$ cat src/rtl/shift_seq_ctrl.sv
// shift_seq_ctrl: sequencer that serialises a parallel word into a
// bidirectional D-flip-flop shift register over a programmed number of shifts.
//
// Ports:
//   clk, rst          clock, synchronous active-high reset
//   start, abort      request a sequence / cancel one in progress
//   dir, len, data_in direction (1 = right), shift count, word to serialise
//   sr_d, sr_r_l      serial bit and direction to the shift register
//   sr_en             shift enable to the shift register
//   busy, done, cnt   status: in progress, end pulse, shifts issued
module shift_seq_ctrl #(
    parameter int WIDTH = 4,
    parameter int CNT_W = 3
) (
    input  logic             clk,
    input  logic             rst,
    input  logic             start,
    input  logic             dir,
    input  logic [CNT_W-1:0] len,
    input  logic [WIDTH-1:0] data_in,
    input  logic             abort,
    output logic             sr_d,
    output logic             sr_r_l,
    output logic             sr_en,
    output logic             busy,
    output logic             done,
    output logic [CNT_W-1:0] cnt
);

    typedef enum logic [1:0] {
        IDLE  = 2'd0,
        SHIFT = 2'd1,
        DONE  = 2'd2
    } state_t;

    state_t state, state_n;

    logic [WIDTH-1:0] data_q;
    logic             dir_q;
    logic [CNT_W-1:0] len_q;

    logic [CNT_W-1:0] len_eff;
    logic [CNT_W-1:0] cnt_inc;
    logic             last_shift;

    logic             sr_d_n;
    logic             sr_r_l_n;
    logic             sr_en_n;
    logic             busy_n;
    logic             done_n;
    logic [CNT_W-1:0] cnt_n;

    // Bit k of the serial stream: LSB first when shifting right, MSB first
    // when shifting left, so a full-length load leaves the word intact.
    function automatic logic pick_bit(
        input logic [WIDTH-1:0] w,
        input logic             right,
        input logic [CNT_W-1:0] k
    );
        logic [CNT_W-1:0] idx;
        logic             b;
        b = 1'b0;
        if (right)
            idx = k;
        else
            idx = CNT_W'(WIDTH - 1) - k;
        for (int i = 0; i < WIDTH; i++) begin
            if (CNT_W'(i) == idx)
                b = w[i];
        end
        return b;
    endfunction

    assign len_eff = (len == '0 || len > CNT_W'(WIDTH)) ? CNT_W'(WIDTH) : len;

    // cnt_inc is the number of shifts completed once the current edge lands.
    assign cnt_inc    = cnt + CNT_W'(1);
    assign last_shift = (cnt_inc == len_q);

    // State and registered outputs
    always_ff @(posedge clk) begin
        if (rst) begin
            state  <= IDLE;
            data_q <= '0;
            dir_q  <= 1'b0;
            len_q  <= '0;
            sr_d   <= 1'b0;
            sr_r_l <= 1'b0;
            sr_en  <= 1'b0;
            busy   <= 1'b0;
            done   <= 1'b0;
            cnt    <= '0;
        end else begin
            state  <= state_n;
            sr_d   <= sr_d_n;
            sr_r_l <= sr_r_l_n;
            sr_en  <= sr_en_n;
            busy   <= busy_n;
            done   <= done_n;
            cnt    <= cnt_n;
            if (state == IDLE && start) begin
                data_q <= data_in;
                dir_q  <= dir;
                len_q  <= len_eff;
            end
        end
    end

    // Next state
    always_comb begin
        state_n = state;
        unique case (state)
            IDLE: begin
                if (start)
                    state_n = SHIFT;
            end
            SHIFT: begin
                if (abort)
                    state_n = IDLE;
                else if (last_shift)
                    state_n = DONE;
            end
            DONE: state_n = IDLE;
            default: state_n = IDLE;
        endcase
    end

    // Next output values; the first bit is driven from the live inputs so
    // the shift register sees it on the cycle right after the start edge.
    always_comb begin
        sr_d_n   = 1'b0;
        sr_r_l_n = sr_r_l;
        sr_en_n  = 1'b0;
        busy_n   = 1'b0;
        done_n   = 1'b0;
        cnt_n    = cnt;
        unique case (state)
            IDLE: begin
                if (start) begin
                    sr_d_n   = pick_bit(data_in, dir, '0);
                    sr_r_l_n = dir;
                    sr_en_n  = 1'b1;
                    busy_n   = 1'b1;
                    cnt_n    = '0;
                end
            end
            SHIFT: begin
                // The register shifts on this edge regardless of abort.
                cnt_n = cnt_inc;
                if (!abort && !last_shift) begin
                    sr_d_n  = pick_bit(data_q, dir_q, cnt_inc);
                    sr_en_n = 1'b1;
                    busy_n  = 1'b1;
                end else if (!abort) begin
                    done_n = 1'b1;
                end
            end
            DONE: begin
                done_n = 1'b0;
            end
            default: begin
                cnt_n = cnt;
            end
        endcase
    end

endmodule

$ cat config.mk
export PLATFORM = sky130hd
export DESIGN_NAME = shift_seq_ctrl
export DESIGN_NICKNAME = d
export VERILOG_FILES = /design/src/rtl/shift_seq_ctrl.sv
export SDC_FILE = /design/constraint.sdc
export NUM_CORES = 1
export LEC_CHECK = 0
export CAP_MARGIN = 0
export CORE_MARGIN = 1
export CORE_UTILIZATION = 45
export DETAILED_ROUTE_END_ITERATION = 16
export MAX_ROUTING_LAYER = met4
export PLACE_DENSITY = 0.84
export SLEW_MARGIN = 10
export SYNTH_ARGS = -nofsm -noshare
export SYNTH_HDL_FRONTEND = slang
export SYNTH_SLANG_ARGS = --single-unit
$ cat constraint.sdc
create_clock -name clk -period 1.64 [get_ports clk]
set_clock_uncertainty 0.2 [all_clocks]
set_input_delay 0.328 -clock clk [delete_from_list [all_inputs] [get_ports clk]]
set_output_delay 0.328 -clock clk [all_outputs]
set_load 0.01 [all_outputs]
==> impl_metrics.toml <==
[worst_hold_path]
holdCritPathClass = "flop to flop"

[floorplan]
fp.dieH_microns = 43.6
chipWidth_microns = 43.6
placementRows = 14
placeableCoreArea_sq_um = 1560
floorplan.die_area_sq_um = 1900
floorplan.initialDensity_pct = 50.0
pin_count = 20

[finish]
post_route_cells_drive_above_1_share_pct = 15.7
final_util_pct = 66.4
layout.cell_area.non_filler_sq_um = 1030
syn2layout_area_growth_pct = 32.7
insertedDiodeCount = 0
design.final.nets = 130
number_of_inserted_filler_cells_in_the_final_layout = 140
layout.cells.most_common_list = "sky130_fd_sc_hd__nand2_1, sky130_fd_sc_hd__dfxtp_1, sky130_fd_sc_hd__a21oi_1"

[yosys]
netlist.top_cell.by_area = "sky130_fd_sc_hd__dfxtp_1"
synth_nets = 106
postSynthAreaPerCell_sq_um = 8.47
synth_top_cells_by_area = "sky130_fd_sc_hd__dfxtp_1, sky130_fd_sc_hd__a21oi_1, sky130_fd_sc_hd__nand2_1, sky130_fd_sc_hd__mux2i_1, sky130_fd_sc_hd__nor2_1"
synth_seq_cells = 16
ys_types = 35
postSynthCellCount = 92
synth_xor_xnor_area_share_pct = 5.14
post-synth-top-area-fraction_pct = 41.1
synth_adder_area_share_pct = 3.21
post_synth_instance_area_sq_um = 779
area_fraction_in_and_or_nand_and_nor_cells_after_synthesis_pct = 27.1
synth-compound-area-share_pct = 14.8
ys.warnings.count = 0
synth_sequential_area_ratio_pct = 41.1
synth_top_family_by_area = "simple AND/OR/NAND/NOR gates"
muxShareOfSynthArea_pct = 3.85

[worst_setup_path]
critical_path_cell_by_cell = "clkdlybuf4s50_1 -> or2_2 -> ha_1 -> nand3b_1 -> a21oi_1"
cp_top_family = "simple AND/OR/NAND/NOR gates"
worst_setup_path_end_kind = "flop"
worst-path-buf-inv = 1
timing.setup.critical_path_class = "input pin to flop"
critical_path.max_stage_delay_ps = 410
critical-path-slowest-cell = "sky130_fd_sc_hd__clkdlybuf4s50_1"
r2r_cells = 5
critical_path_arrival_ps = 1590
endpoint = "len_q[0]"
critical_path.startpoint = "len[1]"
r2r-end = "sr_d"
worst-endpoint-required_ps = 1660
r2r_slack_ps = 100
worstSetupStartpointType = "input pin"
cp.depth = 5
crit-reg2reg-launch = "cnt[1]"
crit_path_max_fanout = 2

[power_and_ir_drop]
power.sequential.fraction_pct = 50.1
combPwrFrac_pct = 19.6
powerDensity_nw_per_um2 = 812
switching_power_w = 0.000209
ir_drop_uv = 440
power_switching_share_pct = 24.9
clkPwrFrac_pct = 30.4
internal_power_w = 0.000630
fin_total_pwr_w = 0.000840
cellLeakagePower_nw = 0.449

[clocking]
cts-root-to-sink-buffers = 2
cts_post_setup_buffers_inserted = 0
cts_tree = "yes"
ctsHtreeMaxLevel = 1
cts_hold_buffers = 0
clock_sink_count = 16
tritoncts.num_buffers = 3
cts_root_buffer = "sky130_fd_sc_hd__clkbuf_4"
worst_setup_hold_path_clk_slew_ps = 90
insertion_delay_ps = 280
cts_resized = 9

[placement]
final_replace_weighted_congestion = 0.819
dpl.hpwl_mm = 1.19
dp_worst_setup_slack_ps = -229
post_dp_cell_area_sq_um = 1000
number_of_buffer_cells_added_on_primary_ports = 19

[global_route]
grt.total_usage_pct = 17.5
grt_remaining_overflow = 0
grt_antenna_before_repair = 0
first_global_vias = 633
maximum_number_of_pins_on_one_net_before_global_route_repair = 10
grt_pass1_wl_mm = 2.45

[sta]
setup_viol_count_final = 0
final_period_minus_worst_setup_slack_ps = 1560
worst_pin_slew_ps = 240
grt_setup_unrepaired = "false"
maxClockFrequency_ghz = 0.639
final_max_slew_viols = 0
final-hold-violation-count = 0
finalCritPeriodShare_pct = 95.4
max_slew_margin_pct = 83.9
final.setup.tns_ps = 0
worst_slack_ps = 75.2

[detailed_routing]
drt_drc_violations_left = 3
drt_first_pass_iters = 10
via_per_inst = 5.36
drt_iter0_markers = 10
via_count_of_the_routed_design = 702
totalWireLength_mm = 1.48
ant_nets = 0
wl_per_cell_microns = 11.3

[flow_run]
drv_cap = 0

[outcome]
outcome = "finished with violations"
violations_in_the_final_reports = "design-rule violations"
## power groups by stage
stage               Clock [W]  Sequential [W]  Combinational (W)
finish               0.000255        0.000420           0.000164
global route         0.000278        0.000424           0.000181
CTS                  0.000265        0.000421           0.000165
detailed placement          0        0.000430           0.000171
global placement            0        0.000429           0.000166
floorplan                   0        0.000431          0.0000979
## per-stage QoR
step,hold slack (ps),cells
floorplan,207,92
global placement,246,127
detailed placement,245,127
CTS,269,131
global route,305,131
finish,266,131
## flip-flops by register name, summed over array words and instances (netlist names)
signal	cells
len_q	3
sr_d	1
data_q	4
sr_r_l	1
busy	1
done	1
cnt	3
state	2
## metal layers
metal | global-route usage, % | vias to the layer above | share of wire, %
met3 | 2.50 | 4 | 4.1
met2 | 28.7 | 17 | 49
li1 | - | 364 | -
met1 | 21.3 | 317 | 45
met4 | 7.50 | 0 | 1.6
met5 | - | - | 0
## logic make-up after synthesis
logic type | after synthesis
simple gates | 41
compound gates | 19
flops | 16
buf+inv | 8
xor+xnor | 3
mux | 3
fa+ha+maj | 2
## Yosys cell counts
master	n
sky130_fd_sc_hd__o2111ai_1	1
sky130_fd_sc_hd__or2_2	1
sky130_fd_sc_hd__nand3b_1	1
sky130_fd_sc_hd__or4_1	1
sky130_fd_sc_hd__nand3_2	1
sky130_fd_sc_hd__buf_2	3
sky130_fd_sc_hd__xnor3_1	1
sky130_fd_sc_hd__or2b_1	1
sky130_fd_sc_hd__o221ai_1	1
sky130_fd_sc_hd__nor3_1	1
sky130_fd_sc_hd__ha_1	2
sky130_fd_sc_hd__buf_4	1
sky130_fd_sc_hd__and3_1	1
sky130_fd_sc_hd__o21bai_1	1
sky130_fd_sc_hd__o21ai_2	1
sky130_fd_sc_hd__a211oi_1	1
sky130_fd_sc_hd__nor4_1	3
sky130_fd_sc_hd__a2bb2oi_1	1
sky130_fd_sc_hd__nor2b_1	1
sky130_fd_sc_hd__o21ai_0	1
sky130_fd_sc_hd__and2_2	1
sky130_fd_sc_hd__inv_1	2
sky130_fd_sc_hd__clkbuf_1	2
sky130_fd_sc_hd__nor2_1	7
sky130_fd_sc_hd__a21oi_1	12
sky130_fd_sc_hd__dfxtp_1	16
sky130_fd_sc_hd__nand2_2	1
sky130_fd_sc_hd__nand3_1	2
sky130_fd_sc_hd__xor2_1	1
sky130_fd_sc_hd__and3b_1	1
sky130_fd_sc_hd__and2b_1	2
sky130_fd_sc_hd__nor2_2	1
sky130_fd_sc_hd__nand2_1	15
sky130_fd_sc_hd__mux2i_1	3
sky130_fd_sc_hd__xnor2_1	1
## worst register-to-register path, delay by kind of cell (launching register included)
| family | cells | cell delay, ps |
|---|---|---|
| AND/OR/NAND/NOR | 1 | 130 |
| flip-flops | 1 | 340 |
| AO/OA/AOI/OAI | 2 | 220 |
| adder cells (fa/ha/maj) | 1 | 390 |
| XOR/XNOR | 1 | 140 |
## worst min-delay path by stage
| stage | endpoint | cells after the start | slack [ps] | from |
|---|---|---|---|---|
| floorplan | done | 1 | 210 | abort |
| global placement | data_q[1] | 2 | 250 | data_q[1] |
| CTS | data_q[1] | 2 | 270 | data_q[1] |
| finish | data_q[1] | 2 | 270 | data_q[1] |
| detailed placement | data_q[1] | 2 | 240 | data_q[1] |
| global route | len_q[1] | 2 | 300 | len_q[1] |
## layout make-up
| type | count | area (sq um) | area share [%] |
|---|---|---|---|
| multi-input cells | 68 | 424 | 41.0 |
| well taps | 16 | 20.0 | 1.93 |
| clock buffers | 4 | 36.3 | 3.51 |
| inverters | 2 | 7.51 | 0.726 |
| flip-flops and latches | 16 | 322 | 31.1 |
| repair buffers | 25 | 225 | 21.8 |
No activity file was read; power rests on OpenSTA's default activity.
